<file path="src/rtl/rr_arb_mux.sv">
// rr_arb_mux: N-channel round-robin/fixed-priority arbitrated mux with a registered valid/ready output stage.
module rr_arb_mux #(
   parameter int LENGTH        = 32,
   parameter int CHANNELS      = 4,
   parameter int PRIORITY_MODE = 0,
   parameter int SEL_W         = $clog2(CHANNELS)
) (
   input  logic                         clk,
   input  logic                         rst_n,
   input  logic [CHANNELS*LENGTH-1:0]   in_data,
   input  logic [CHANNELS-1:0]          in_valid,
   output logic [CHANNELS-1:0]          in_ready,
   output logic [LENGTH-1:0]            out_data,
   output logic [SEL_W-1:0]             out_sel,
   output logic                         out_valid,
   input  logic                         out_ready,
   input  logic                         flush
);
   logic [SEL_W-1:0]  g, idx, ptr_q, ptr_d, sel_q, sel_d;
   logic [LENGTH-1:0] g_data, data_q, data_d;
   logic              valid_q, valid_d, load, accept;
   int                base;
   always_comb begin
      base = PRIORITY_MODE != 0 ? 0 : int'(ptr_q);
      g    = '0;
      idx  = '0;
      for (int k = CHANNELS - 1; k >= 0; k--) begin
         idx = SEL_W'((base + k) % CHANNELS);
         if (in_valid[idx]) g = idx;
      end
   end
   always_comb begin
      g_data = '0;
      for (int i = 0; i < CHANNELS; i++)
         if (g == SEL_W'(i)) g_data = in_data[i*LENGTH +: LENGTH];
   end
   always_comb begin
      load    = !flush && (!valid_q || out_ready);
      accept  = rst_n && load && |in_valid;
      valid_d = flush ? 1'b0 : accept ? 1'b1 : out_ready ? 1'b0 : valid_q;
      data_d  = accept ? g_data : data_q;
      sel_d   = accept ? g : sel_q;
      ptr_d   = !accept ? ptr_q : (g == SEL_W'(CHANNELS - 1)) ? '0 : g + 1'b1;
   end
   always_ff @(posedge clk or negedge rst_n) begin
      if (!rst_n) begin
         valid_q <= 1'b0;
         data_q  <= '0;
         sel_q   <= '0;
         ptr_q   <= '0;
      end else begin
         valid_q <= valid_d;
         data_q  <= data_d;
         sel_q   <= sel_d;
         ptr_q   <= ptr_d;
      end
   end
   assign in_ready  = accept ? CHANNELS'(1) << g : '0;
   assign out_data  = data_q;
   assign out_sel   = sel_q;
   assign out_valid = valid_q;
endmodule

</file>
<file path="config.mk">
export PLATFORM = sky130hd
export DESIGN_NAME = rr_arb_mux
export DESIGN_NICKNAME = d
export VERILOG_FILES = /design/src/rtl/rr_arb_mux.sv
export SDC_FILE = /design/constraint.sdc
export NUM_CORES = 1
export LEC_CHECK = 0
export CAP_MARGIN = 5
export CORE_MARGIN = 2
export CORE_UTILIZATION = 34
export DETAILED_ROUTE_END_ITERATION = 6
export GPL_TIMING_DRIVEN = 0
export MAX_ROUTING_LAYER = met4
export PLACE_DENSITY = 0.79
export SYNTH_ARGS = -nofsm -noshare
export SYNTH_HDL_FRONTEND = slang
export SYNTH_SLANG_ARGS = --single-unit
</file>
<file path="constraint.sdc">
create_clock -name clk -period 2.2 [get_ports clk]
set_clock_uncertainty 0.1 [all_clocks]
set_input_delay 0.44 -clock clk [delete_from_list [all_inputs] [get_ports clk]]
set_output_delay 0.44 -clock clk [all_outputs]
set_load 0.01 [all_outputs]
</file>
==> results.toml, run 1 <==
[synthesis]
muxShareOfSynthArea_pct = 0.761
synth_cell_types = 31
synth_area_per_cell_um2 = 8.17
synth-simple-area-share_pct = 17.7
syn_inst = 342
synth_compound_area_share_pct = 34.5
synth_fa_ha_area_share_pct = 1.79
synth_top_family_by_area = "compound AO/OA/AOI/OAI gates"
syn_area_mm2 = 0.00279
synth_xor_xnor_area_share_pct = 0
ys_seq_area_share_pct = 33.1
ys_seq_elements = 37
synth_fp_nets = 482
yosys_warnings = 0

[grt]
grtUsageTotal_pct = 26.5
grt_first_pass_wirelength_um = 17800
grt_max_degree = 38
grt_pass1_vias = 3656
antenna_found_initial = 0
overflow = 0

[floorplanning]
pin_count = 175
coreArea_mm2 = 0.00809
dieArea_mm2 = 0.00896
fp-row-count = 33
die_x_um = 94.7
start_util_pct = 34.5
fp.dieH_um = 94.7

[clock_tree]
path_clk_slew_ps = 70
insertion_delay_ps = 290
cts-root-buf = "clkbuf_8"
h-tree-depth = 2
cts_buffers = 5
cts_buffer_depth = 2
cts_tree = "done"
cts.sinks = 37

[setup_path]
startpoint_type = "register"
arrival_ps = 1990
path_class = "reg -> out"
reg2regPathDepth = 11
critPathRequiredTime_ps = 1660
crit_chain = "mux2i_2 -> a2bb2oi_2 -> and2_4 -> ha_4 -> buf_6 -> buf_8 -> and2_4 -> buf_6"
end_kind = "primary output"
worst-path-max-fanout = 7
cpMaxStageDelayCell = "dfrtp_2"
cpPeakStageDelay_ps = 460
r2r_slack_ps = -230

[pwr]
p_sw_w = 0.00180
power.density_mw_per_mm2 = 904
p_int_w = 0.00305
p_sw_share_pct = 37.1
ir_worst_vdd_v = 0.000357
pwr-share-clk_pct = 10.1
seqPwrFrac_pct = 23.0
leakagePower_nw = 2.15
combPwrFrac_pct = 66.9

[final_layout]
fin_cells = 653
area_delta_synth_final_pct = 92.1
fin_nets = 688
final_area_mm2 = 0.00537
final_util_pct = 66.3
drive_gt1_share_pct = 17.3
antenna_cells = 0

[timing]
hold_violations = 0
min_period_ps = 2530
tightest_slew_ps = 545
rsz0062_at_grt = "true"
slew_violations = 0
slew_headroom_pct = 63.7
period_share_pct = 115
fmax_ghz = 0.395
setup_viol = 36
timing.final.ws_setup_ps = -329

[route]
ant_nets = 0
routed_wl_um = 11900
drt_iter0_markers = 170
route.detailed.drc = 0
avgViaCountPerCell = 5.54
avgRoutedWirePerCell_um = 18.2
drt_pass1_iterations = 4
vias = 3617

[run_status]
status = "finished, violations left"
violations = "setup timing"

[placed_design]
gp_congestion = 0.834
postPlaceCellArea_mm2 = 0.00467
dp_hpwl_um = 8270
port_buffers = 174
dp_cells = 621

[flow_run]
drv_cap = 0

[worst_hold_path]
hold_class = "reg -> reg"
hold_path_depth = 2
state kept, by name, indices dropped and copies added, names as in the netlist:
signal and count:
out_valid 1, out_sel 2, ptr_q 2, out_data 32
power by group through the flow:
stage          clock network [W]  logic, W  registers, W
6_report                0.000490   0.00325       0.00112
2_1_floorplan                  0   0.00127       0.00121
3_5_place_dp                   0   0.00252       0.00112
4_1_cts                 0.000499   0.00308       0.00111
5_1_grt                 0.000522   0.00347       0.00115
3_3_place_gp                   0   0.00247       0.00110
placed cells by master (no fill, tap or decap), types with 4 or more instances in the layout:
master	synthesis	layout
buf_2	14	7
clkbuf_1	23	10
clkbuf_8	0	9
buf_8	3	11
clkdlybuf4s50_1	0	165
clkbuf_16	0	4
ha_4	0	4
dfrtp_1	37	36
buf_6	1	18
nand3b_1	32	32
nand2_1	35	34
buf_4	0	11
and2_4	0	6
a21oi_1	33	28
a21oi_2	0	5
a221o_1	32	32
inv_1	33	33
a31oi_1	66	66
clkbuf_2	0	6
Yosys cell counts:
| cell | instances | area (um^2) |
|---|---|---|
| and2_0 | 1 | 6.26 |
| nand2_1 | 35 | 131 |
| buf_8 | 3 | 45.0 |
| inv_1 | 33 | 124 |
| a31o_1 | 1 | 8.76 |
| clkbuf_1 | 23 | 86.3 |
| nor3_2 | 1 | 10.0 |
| nor2_1 | 2 | 7.51 |
| a221o_1 | 32 | 320 |
| a2bb2oi_1 | 1 | 8.76 |
| o21ai_0 | 1 | 5.00 |
| nand2b_1 | 3 | 18.8 |
| dfrtp_1 | 37 | 926 |
| and2_1 | 5 | 31.3 |
| o31a_1 | 2 | 17.5 |
| buf_2 | 14 | 70.1 |
| a31oi_1 | 66 | 413 |
| mux2_1 | 1 | 11.3 |
| nor2b_1 | 3 | 18.8 |
| a21oi_1 | 33 | 165 |
| a21o_2 | 1 | 8.76 |
| o21bai_1 | 1 | 7.51 |
| and3_1 | 1 | 6.26 |
| mux2i_1 | 1 | 10.0 |
| ha_1 | 4 | 50.1 |
| or4_1 | 1 | 7.51 |
| nand3b_1 | 32 | 240 |
| buf_6 | 1 | 11.3 |
| nand3_1 | 1 | 5.00 |
| a41o_1 | 1 | 10.0 |
| nor4_2 | 1 | 12.5 |
per-layer routing:
layer | track usage (%) | vias up | part of all wire, %
li1 | - | 1686 | -
met1 | 31.0 | 1743 | 41
met2 | 46.3 | 169 | 51
met3 | 3.67 | 19 | 6.8
met4 | 9.30 | 0 | 1.9
met5 | - | - | 0
repair_timing:
item / CTS / global route
pin swaps: 33 / 23
setup endpoints to repair: 36 / 36
hold buffers: 2 / 0
resized for setup: 104 / 25
cloned: 4 / 1
endpoints found under the hold margin: 37 / 0
buffers inserted: 15 / 4
layout make-up:
| cell class | instances | area, um^2 |
|---|---|---|
| fill | 700 | 2730 |
| timing repair buffer | 200 | 2030 |
| multi-input combinational | 231 | 1680 |
| sequential | 37 | 927 |
| buffer | 40 | 384 |
| tap | 105 | 131 |
| inverter | 33 | 124 |
| clock buffer | 7 | 86.3 |
metrics by stage:
stage          hold WS (ps)  total power (W)  worst slack (ps)  TNS, ps
4_1_cts                 453          0.00468              -287    -5620
5_1_grt                 476          0.00514              -394   -10430
3_5_place_dp            437          0.00364             -1300   -32050
6_report                447          0.00485              -329    -7120
2_1_floorplan          44.4          0.00248              30.7        0
3_3_place_gp            428          0.00357             -2170   -73930
logic make-up (layout without fill, tap and decap cells):
family,count (synthesis),in the layout
AO/OA/AOI/OAI,139,139
AND/OR/NAND/NOR,86,86
buffers and inverters,74,280
flip-flops,37,37
adder cells (fa/ha/maj),4,4
multiplexers,2,2
critical path: cells and delay by family, from the launching register on:
family	cells	cell delay [ps]
multiplexers	1	170
AO/OA/AOI/OAI	1	260
buffers and inverters	3	290
adder cells (fa/ha/maj)	1	150
AND/OR/NAND/NOR	2	360
flip-flops	1	460
worst paths after layout:
check,start,endpoint
max reg2reg,ptr_q[1]$_DFFE_PN0P_,out_data[5]$_DFFE_PN0P_
min,out_data[24]$_DFFE_PN0P_,out_data[24]$_DFFE_PN0P_
max in group asynchronous,rst_n,ptr_q[1]$_DFFE_PN0P_
min reg2reg,out_data[24]$_DFFE_PN0P_,out_data[24]$_DFFE_PN0P_
max,ptr_q[1]$_DFFE_PN0P_,in_ready[1]
min in group asynchronous,rst_n,out_data[9]$_DFFE_PN0P_
No activity file was read; power rests on OpenSTA's default activity.
==> run 2, diff against run 1 <==
--- a/config.mk
+++ b/config.mk
@@ -10,7 +10,6 @@
 export CORE_UTILIZATION = 34
 export DETAILED_ROUTE_END_ITERATION = 6
 export GPL_TIMING_DRIVEN = 0
-export MAX_ROUTING_LAYER = met4
 export PLACE_DENSITY = 0.79
 export SYNTH_ARGS = -nofsm -noshare
 export SYNTH_HDL_FRONTEND = slang
==> results.toml, run 2 (same netlist as run 1, synthesis figures left out) <==
[placed_design]
postPlaceCellArea_mm2 = 0.00467
port_buffers = 174
dp_cells = 621
gp_congestion = 0.822
dp_hpwl_um = 8270

[timing]
tightest_slew_ps = 550
hold_violations = 0
timing.final.ws_setup_ps = -330
tns_ps = -7120
slew_headroom_pct = 63.4
rsz0062_at_grt = "true"
fmax_ghz = 0.395
hold_ws_ps = 448
setup_viol = 36
min_period_ps = 2530
period_share_pct = 115
slew_violations = 0

[route]
vias = 3664
drt_pass1_iterations = 5
ant_nets = 0
avgViaCountPerCell = 5.61
route.detailed.drc = 0
routed_wl_um = 11900
avgRoutedWirePerCell_um = 18.1
drt_iter0_markers = 151

[setup_path]
worst-path-max-fanout = 7
startpoint_type = "register"
arrival_ps = 1990
critPathRequiredTime_ps = 1660
r2r_slack_ps = -240
path_class = "reg -> out"
end_kind = "primary output"

[flow_run]
drv_cap = 0

[grt]
grt_pass1_vias = 3639
overflow = 0
grt_first_pass_wirelength_um = 17800
antenna_found_initial = 0
grt_max_degree = 38
grtUsageTotal_pct = 25.7

[final_layout]
area_delta_synth_final_pct = 92.1
largest_reg_flops = 32
regArea_um2 = 927
fin_nets = 688
fin_cells = 653
final_cell_mix = "clkdlybuf4s50_1 (165), a31oi_1 (66), dfrtp_1 (36)"
antenna_cells = 0
drive_gt1_share_pct = 17.3
final_area_mm2 = 0.00537
fill_cells = 700
layout_commonest_cell = "clkdlybuf4s50_1"
multi_input_area_mm2 = 0.00168

[clock_tree]
path_clk_slew_ps = 70
cts_buffers = 5
cts-root-buf = "clkbuf_8"
cts_tree = "done"
insertion_delay_ps = 290
cts_buffer_depth = 2
h-tree-depth = 2
cts.sinks = 37

[pwr]
leakagePower_nw = 2.15
power.density_mw_per_mm2 = 904
ir_worst_vdd_v = 0.000358

[floorplanning]
dieArea_mm2 = 0.00896
pin_count = 175
die_x_um = 94.7
fp-row-count = 33
fp.dieH_um = 94.7
coreArea_mm2 = 0.00809
start_util_pct = 34.5

[run_status]
violations = "setup timing"
status = "finished, violations left"

[worst_hold_path]
hold_class = "reg -> reg"
-- run 2: cell counts in the layout (fill, tap and decap cells not counted) --
Identical to the previous run, type by type.
-- run 2: final timing paths --
path                                     startpoint  depth (start not counted)                       end
min in group asynchronous                     rst_n                          3   out_data[9]$_DFFE_PN0P_
max in group asynchronous                     rst_n                          3      ptr_q[1]$_DFFE_PN0P_
setup / recovery               ptr_q[1]$_DFFE_PN0P_                          8               in_ready[1]
hold reg to reg            out_data[24]$_DFFE_PN0P_                          2  out_data[24]$_DFFE_PN0P_
hold / removal             out_data[24]$_DFFE_PN0P_                          2  out_data[24]$_DFFE_PN0P_
setup reg to reg               ptr_q[1]$_DFFE_PN0P_                         10  out_data[30]$_DFFE_PN0P_
-- run 2: final cells by class --
type,count,area share [%]
clock buffer,7,1.61
buffer,40,7.16
multi-input combinational,231,31.3
tap,105,2.45
inverter,33,2.31
timing repair buffer,200,37.9
sequential,37,17.3
-- run 2: timing repair --
item	CTS	global route
setup endpoints to repair	36	36
cloned	4	1
pin swaps	33	23
hold buffers	2	0
setup buffers	15	4
hold endpoints to repair	37	0
gates resized for setup	104	25
-- run 2: routing by layer --
layer	track usage [%]	vias to the layer above	wire, um
li1	-	1691	-
met1	30.3	1743	4580
met2	46.3	210	6020
met3	5.51	20	1060
met4	8.21	0	191
met5	0	-	0
-- run 2: report_power, final --
| group | leakage (nW) | internal [W] | total, W | switching (W) |
|---|---|---|---|---|
| Sequential | 0.420 | 0.000939 | 0.00111 | 0.000175 |
| Combinational | 1.68 | 0.00187 | 0.00324 | 0.00138 |
| Clock | 0.0443 | 0.000249 | 0.000492 | 0.000243 |
-- run 2: metrics by stage --
stage / total power, W / worst slack (ps) / utilization, %
after floorplan: 0.00248 / 30.7 / -
after global placement: 0.00357 / -2170 / 57.8
after detailed placement: 0.00364 / -1300 / 57.7
after CTS: 0.00468 / -287 / 64.8
after global routing: 0.00514 / -394 / 66.3
final: 0.00485 / -330 / 66.3
-- run 2: critical path: stages, from the launching register on --
cell       delay, ps
dfrtp_2          460
mux2i_2          170
a2bb2oi_2        260
and2_4           230
ha_4             150
buf_6            110
buf_8             90
and2_4           130
buf_6             90
